## src/rtl/fifo_sync_flex_pkg.sv

```systemverilog
// rtl/fifo_sync_flex_pkg.sv - read modes, flag bundle and helpers shared by fifo_sync_flex
package fifo_sync_flex_pkg;

  localparam int FIFO_MODE_STD  = 0;
  localparam int FIFO_MODE_FWFT = 1;

  typedef struct packed {
    logic full;
    logic empty;
    logic afull;
    logic aempty;
  } fifo_flags_t;

  // Flag state of an empty FIFO: every legal AE_LEVEL covers count 0, no legal AF_LEVEL does
  localparam fifo_flags_t FIFO_FLAGS_RESET = '{full: 1'b0, empty: 1'b1, afull: 1'b0, aempty: 1'b1};

  function automatic bit is_pow2(input int value);
    return (value > 0) && ((value & (value - 1)) == 0);
  endfunction

endpackage

```

## src/rtl/fifo_ram_sdp.sv

```systemverilog
// rtl/fifo_ram_sdp.sv - simple dual-port RAM, one write port, one registered read port
module fifo_ram_sdp #(
  parameter int WIDTH  = 8,
  parameter int DEPTH  = 16,
  parameter int ADDR_W = $clog2(DEPTH)
) (
  input  logic              clk,
  input  logic              clr,
  input  logic              we,
  input  logic [ADDR_W-1:0] waddr,
  input  logic [WIDTH-1:0]  wdata,
  input  logic              re,
  input  logic [ADDR_W-1:0] raddr,
  output logic [WIDTH-1:0]  rdata
);

  logic [WIDTH-1:0] mem [DEPTH];

  // Storage array; contents are deliberately left unreset
  always_ff @(posedge clk) begin
    if (we) begin
      mem[waddr] <= wdata;
    end
  end

  // Registered read; a same-address write returns the old word, and clr keeps X off the output
  always_ff @(posedge clk) begin
    if (clr) begin
      rdata <= '0;
    end else if (re) begin
      rdata <= mem[raddr];
    end
  end

endmodule

```

## src/rtl/fifo_sync_flex.sv

```systemverilog
// rtl/fifo_sync_flex.sv - single-clock FIFO with count, thresholds, flush and show-ahead mode
module fifo_sync_flex
  import fifo_sync_flex_pkg::*;
#(
  parameter int WIDTH    = 8,
  parameter int DEPTH    = 16,
  parameter int AF_LEVEL = 14,
  parameter int AE_LEVEL = 2,
  parameter int FWFT     = 0,
  localparam int ADDR_W  = $clog2(DEPTH)
) (
  input  logic              clk,
  input  logic              rst,
  input  logic              fifo_clr,
  input  logic              fifo_wr_en,
  input  logic [WIDTH-1:0]  fifo_wr_data,
  input  logic              fifo_rd_en,
  output logic [WIDTH-1:0]  fifo_rd_data,
  output logic              fifo_rd_valid,
  output logic              fifo_full,
  output logic              fifo_empty,
  output logic              fifo_afull,
  output logic              fifo_aempty,
  output logic [ADDR_W:0]   fifo_count,
  output logic              fifo_ovf,
  output logic              fifo_udf
);

  localparam bit             IS_FWFT = (FWFT == FIFO_MODE_FWFT);
  localparam logic [ADDR_W:0] DEPTH_C = (ADDR_W + 1)'(DEPTH);
  localparam logic [ADDR_W:0] AF_C    = (ADDR_W + 1)'(AF_LEVEL);
  localparam logic [ADDR_W:0] AE_C    = (ADDR_W + 1)'(AE_LEVEL);

  if (!is_pow2(DEPTH) || DEPTH < 4) begin : g_bad_depth
    $error("fifo_sync_flex: DEPTH must be a power of 2 and at least 4");
  end
  if (AF_LEVEL < 1 || AF_LEVEL > DEPTH || AE_LEVEL < 0 || AE_LEVEL > DEPTH - 1) begin : g_bad_level
    $error("fifo_sync_flex: AF_LEVEL or AE_LEVEL out of range");
  end
  if (FWFT != FIFO_MODE_STD && FWFT != FIFO_MODE_FWFT) begin : g_bad_mode
    $error("fifo_sync_flex: FWFT must be 0 or 1");
  end

  logic [ADDR_W:0] wr_ptr, rd_ptr, count_q, count_nxt, ram_words;
  logic            clr_all, wr_acc, rd_acc, ram_rd, rd_valid_q, rd_valid_nxt;
  logic            ovf_q, udf_q;
  fifo_flags_t     flags_q, flags_nxt;

  assign clr_all = rst | fifo_clr;
  // Words in the RAM that have not yet been moved to the output register
  assign ram_words = wr_ptr - rd_ptr;

  // Acceptance, RAM fetch and next count/flags; flags derive from the next count so they
  // register in step with fifo_count
  always_comb begin
    rd_acc = fifo_rd_en & ~flags_q.empty;
    wr_acc = fifo_wr_en & (~flags_q.full | rd_acc);
    if (IS_FWFT) begin
      // Refill the show-ahead register whenever it is free or being popped
      ram_rd       = (~rd_valid_q | rd_acc) & (ram_words != '0);
      rd_valid_nxt = ram_rd | (rd_valid_q & ~rd_acc);
    end else begin
      ram_rd       = rd_acc;
      rd_valid_nxt = rd_acc;
    end
    count_nxt = count_q;
    if (wr_acc && !rd_acc) begin
      count_nxt = count_q + 1'b1;
    end else if (rd_acc && !wr_acc) begin
      count_nxt = count_q - 1'b1;
    end
    flags_nxt.full   = (count_nxt == DEPTH_C);
    flags_nxt.afull  = (count_nxt >= AF_C);
    flags_nxt.aempty = (count_nxt <= AE_C);
    flags_nxt.empty  = IS_FWFT ? ~rd_valid_nxt : (count_nxt == '0);
  end

  // Pointers, count, flags and error pulses; reset beats flush, both abort the current access
  always_ff @(posedge clk) begin
    if (clr_all) begin
      wr_ptr     <= '0;
      rd_ptr     <= '0;
      count_q    <= '0;
      rd_valid_q <= 1'b0;
      flags_q    <= FIFO_FLAGS_RESET;
      ovf_q      <= 1'b0;
      udf_q      <= 1'b0;
    end else begin
      if (wr_acc) begin
        wr_ptr <= wr_ptr + 1'b1;
      end
      if (ram_rd) begin
        rd_ptr <= rd_ptr + 1'b1;
      end
      count_q    <= count_nxt;
      rd_valid_q <= rd_valid_nxt;
      flags_q    <= flags_nxt;
      ovf_q      <= fifo_wr_en & ~wr_acc;
      udf_q      <= fifo_rd_en & ~rd_acc;
    end
  end

  fifo_ram_sdp #(
    .WIDTH (WIDTH),
    .DEPTH (DEPTH),
    .ADDR_W(ADDR_W)
  ) u_ram (
    .clk  (clk),
    .clr  (clr_all),
    .we   (wr_acc & ~clr_all),
    .waddr(wr_ptr[ADDR_W-1:0]),
    .wdata(fifo_wr_data),
    .re   (ram_rd & ~clr_all),
    .raddr(rd_ptr[ADDR_W-1:0]),
    .rdata(fifo_rd_data)
  );

  assign fifo_rd_valid = rd_valid_q;
  assign fifo_full     = flags_q.full;
  assign fifo_empty    = flags_q.empty;
  assign fifo_afull    = flags_q.afull;
  assign fifo_aempty   = flags_q.aempty;
  assign fifo_count    = count_q;
  assign fifo_ovf      = ovf_q;
  assign fifo_udf      = udf_q;

endmodule

```

## config.mk

```make
export PLATFORM = sky130hd
export DESIGN_NAME = fifo_sync_flex
export DESIGN_NICKNAME = d
export VERILOG_FILES = /design/src/rtl/fifo_sync_flex_pkg.sv /design/src/rtl/fifo_ram_sdp.sv /design/src/rtl/fifo_sync_flex.sv
export SDC_FILE = /design/constraint.sdc
export NUM_CORES = 1
export LEC_CHECK = 0
export ABC_AREA = 1
export CORE_UTILIZATION = 51
export DETAILED_ROUTE_END_ITERATION = 8
export PLACE_DENSITY = 0.69
export SLEW_MARGIN = 20
export SYNTH_ARGS = -nofsm -noshare
export SYNTH_HDL_FRONTEND = slang
export SYNTH_SLANG_ARGS = --single-unit
```

## constraint.sdc

```tcl
create_clock -name clk -period 3.9 [get_ports clk]
set_clock_uncertainty 0.05 [all_clocks]
set_input_delay 0.585 -clock clk [delete_from_list [all_inputs] [get_ports clk]]
set_output_delay 0.585 -clock clk [all_outputs]
set_load 0.02 [all_outputs]
```

==> results.cfg <==
[synth]
synth_nets = 614
synth_top_cell_by_area = edfxtp_1
seq_area_frac_synth = 0.684
synth_enable_flop_cells = 128
synth_seq_cells = 156
ys_async_sr_fraction = 0
synthMuxAreaShare = 0
syn_area_sq_um = 6440
synth_top_family_by_area = simple AND/OR/NAND/NOR gates
synth_top_area_frac = 0.597
synth_ff_type = edfxtp_1
synth-xor-area-share = 0.00408
synth-simple-area-share = 0.204
synth_compound_area_frac = 0.0540
yosys_warnings = 0
synthTopCellsByArea = edfxtp_1 60%, nand2_1 10%, dfxtp_1 8.7%
synthAdderAreaFrac = 0.0136
netlist_instances = 594
avgSynthCellArea_sq_um = 10.8
ys_types = 28

[placed_design]
postPlaceCellArea_sq_um = 6840
routabilityCongestion = 0.953
place.detailed.hpwl_microns = 9720
dp_cells = 771
portBuffers = 32
dp_slack_ns = 0.895

[clock_tree]
hold_buffers = 0
h-tree-depth = 4
cts_inserted_buffers = 17
cts_tree = built
cts-root-buf = clkbuf_16
post_cts_resized = 0
clock-sinks = 156
clk_pin_slew_ns = 0.06
post_cts_buffers = 0
cts_buffer_depth = 2
clkLatencyLatePin_ns = 0.43

[cells_and_area]
area_growth_pct = 16.0
nets = 642
drive_above_1_share = 0.0819
final_cells = 803
fin_area_sq_um = 7470
fill_cells = 976
antenna_cells = 0

[worst_setup_path]
cp-end-kind = flop
critPathLaunchType = input pin
cp_slowest_stage_delay_ns = 0.57
worst-path-max-fanout = 11
worstPathCellList = clkdlybuf4s50_1 -> nand2_2 -> nand2_1 -> nand2_1 -> nor2_2 -> nand2_1 -> nor2_1
worstPathRequired_ns = 3.91
path_common_cell = nand2_1
critPathBufInv = 1
path_delay_family = simple AND/OR/NAND/NOR gates
worstSetupPathType = input pin to flop
slowest_stage = nor2_1
critPathArrivalTime_ns = 2.58

[die]
initial_core_util = 0.530
rows = 40
num_io_pins = 33
die_x_microns = 114
fp.dieArea_sq_um = 13100
fp.dieH_microns = 114
coreArea_sq_um = 12200

[routing]
routed_wl_microns = 15000
drt_iter0_drc = 474
routedWlPerCell_microns = 18.7
first_pass_iters = 5
ant_nets = 0
viasPerCell = 5.49
vias = 4409
drcViolationCount = 0

[sta]
fin_tns_setup_ns = 0
period_needed_ns = 2.57
relSlewSlack = 0.284
post-route-period-util = 0.660
drv_slew = 0
layout_setup_ws_ns = 1.33
setup_viol = 0
fmax_mhz = 389
finalHoldViolCount = 0
rsz0062_at_grt = false
worstMarginPinSlew_ns = 1.07

[power_and_ir_drop]
p_leak_nw = 2.73
finalPower_w = 0.00373
powerDensity_nw_per_um2 = 500
peakVddDrop_mv = 0.400

[min_path]
hp-class = flop to flop

[grt]
antenna_found_initial = 0
grt_max_degree = 67
first_global_vias = 4321
overflow = 0
grt_pass1_wl_microns = 22900
grtUsageTotal = 0.250

[run_status]
outcome = finished clean

[job]
max_cap_viol_count = 0
-- sequential cells by signal, indices dropped and copies added (netlist names) --
signal / cells
u_ram.mem: 128
u_ram.rdata: 8
fifo_count: 5
rd_ptr: 4
wr_ptr: 4
fifo_aempty: 1
fifo_afull: 1
fifo_empty: 1
fifo_full: 1
fifo_ovf: 1
fifo_rd_valid: 1
fifo_udf: 1
-- kinds of logic after synthesis --
| logic type | after synthesis |
|---|---|
| and+or+nand+nor | 309 |
| xor gates and xnor gates | 3 |
| DFF | 156 |
| AOI/OAI and AO/OA | 66 |
| adders and majority gates | 7 |
| buffers and inverters | 53 |
-- area by class of cell --
| type | instances | area (sq um) | share of cell area |
|---|---|---|---|
| Sequential cell | 156 | 4410 | 0.590 |
| Clock buffer | 20 | 437 | 0.0585 |
| Tap cell | 168 | 210 | 0.0282 |
| Clock inverter | 12 | 195 | 0.0261 |
| Inverter | 27 | 101 | 0.0136 |
| Timing Repair Buffer | 35 | 343 | 0.0459 |
| Multi-Input combinational cell | 385 | 1780 | 0.238 |
-- worst register-to-register path: stages, from the launching register on --
cell     delay [ns]
dfxtp_1        0.32
inv_1          0.06
nand2_2        0.17
nand2_1        0.13
nand2_1        0.15
nor2_2         0.22
nand2_1        0.24
nor2_1         0.57
-- cell usage in the layout, fill, tap and decap left out --
master	n
a21oi_1	26
a31oi_1	3
buf_4	3
bufinv_16	5
clkbuf_1	3
clkbuf_16	17
clkdlybuf4s50_1	32
clkinv_1	4
clkinv_2	1
clkinv_4	2
clkinvlp_4	2
dfxtp_1	27
dfxtp_2	1
edfxtp_1	128
ha_1	7
inv_1	19
inv_2	6
nand2_1	178
nand2_2	5
nand3_1	60
nand3_4	1
nand4_1	4
nor2_1	44
nor2_2	6
nor2_4	2
nor3_1	8
nor4_1	1
o21ai_0	7
o21ai_1	21
o21ai_2	1
o22ai_1	8
xor2_1	3
-- where the power goes --
part | total, W | internal (W) | switching [W]
clock network | 0.00175 | 0.00113 | 0.000622
logic | 0.000163 | 0.0000507 | 0.000112
registers | 0.00182 | 0.00181 | 0.00000765
total | 0.00373 | 0.00299 | 0.000742
-- worst paths after layout --
check                                    start                to  slack, ns  cells past startpoint
worst max-delay path                fifo_rd_en  u_ram.mem[12][3]       1.33                      7
worst min-delay path            u_ram.rdata[2]    u_ram.rdata[2]       0.40                      2
worst min register to register  u_ram.rdata[2]    u_ram.rdata[2]       0.40                      2
worst max register to register      fifo_empty  u_ram.mem[12][3]       1.61                      7
-- cells in the mapped netlist, drive strengths merged, types with 7 or more instances --
cell    number
nand3       61
o22ai        8
nand2      183
nor3         8
a21oi       26
dfxtp       28
o21ai       29
inv         25
ha           7
edfxtp     128
buf         22
nor2        52
-- stage by stage --
| step | hold slack (ns) | utilization |
|---|---|---|
| final | 0.404 | 0.614 |
| after global placement | 0.388 | 0.562 |
| after global routing | 0.433 | 0.614 |
| after floorplan | 0.447 | - |
| after CTS | 0.405 | 0.614 |
| after detailed placement | 0.394 | 0.562 |
-- layer usage --
layer / part of all wire / wire length (microns) / GRT usage
met5: 0 / 0 / 0
met4: 0.033 / 497 / 0.146
met3: 0.070 / 1050 / 0.0704
met2: 0.48 / 7190 / 0.390
met1: 0.42 / 6310 / 0.314
Power figures use the tool's default switching activity.
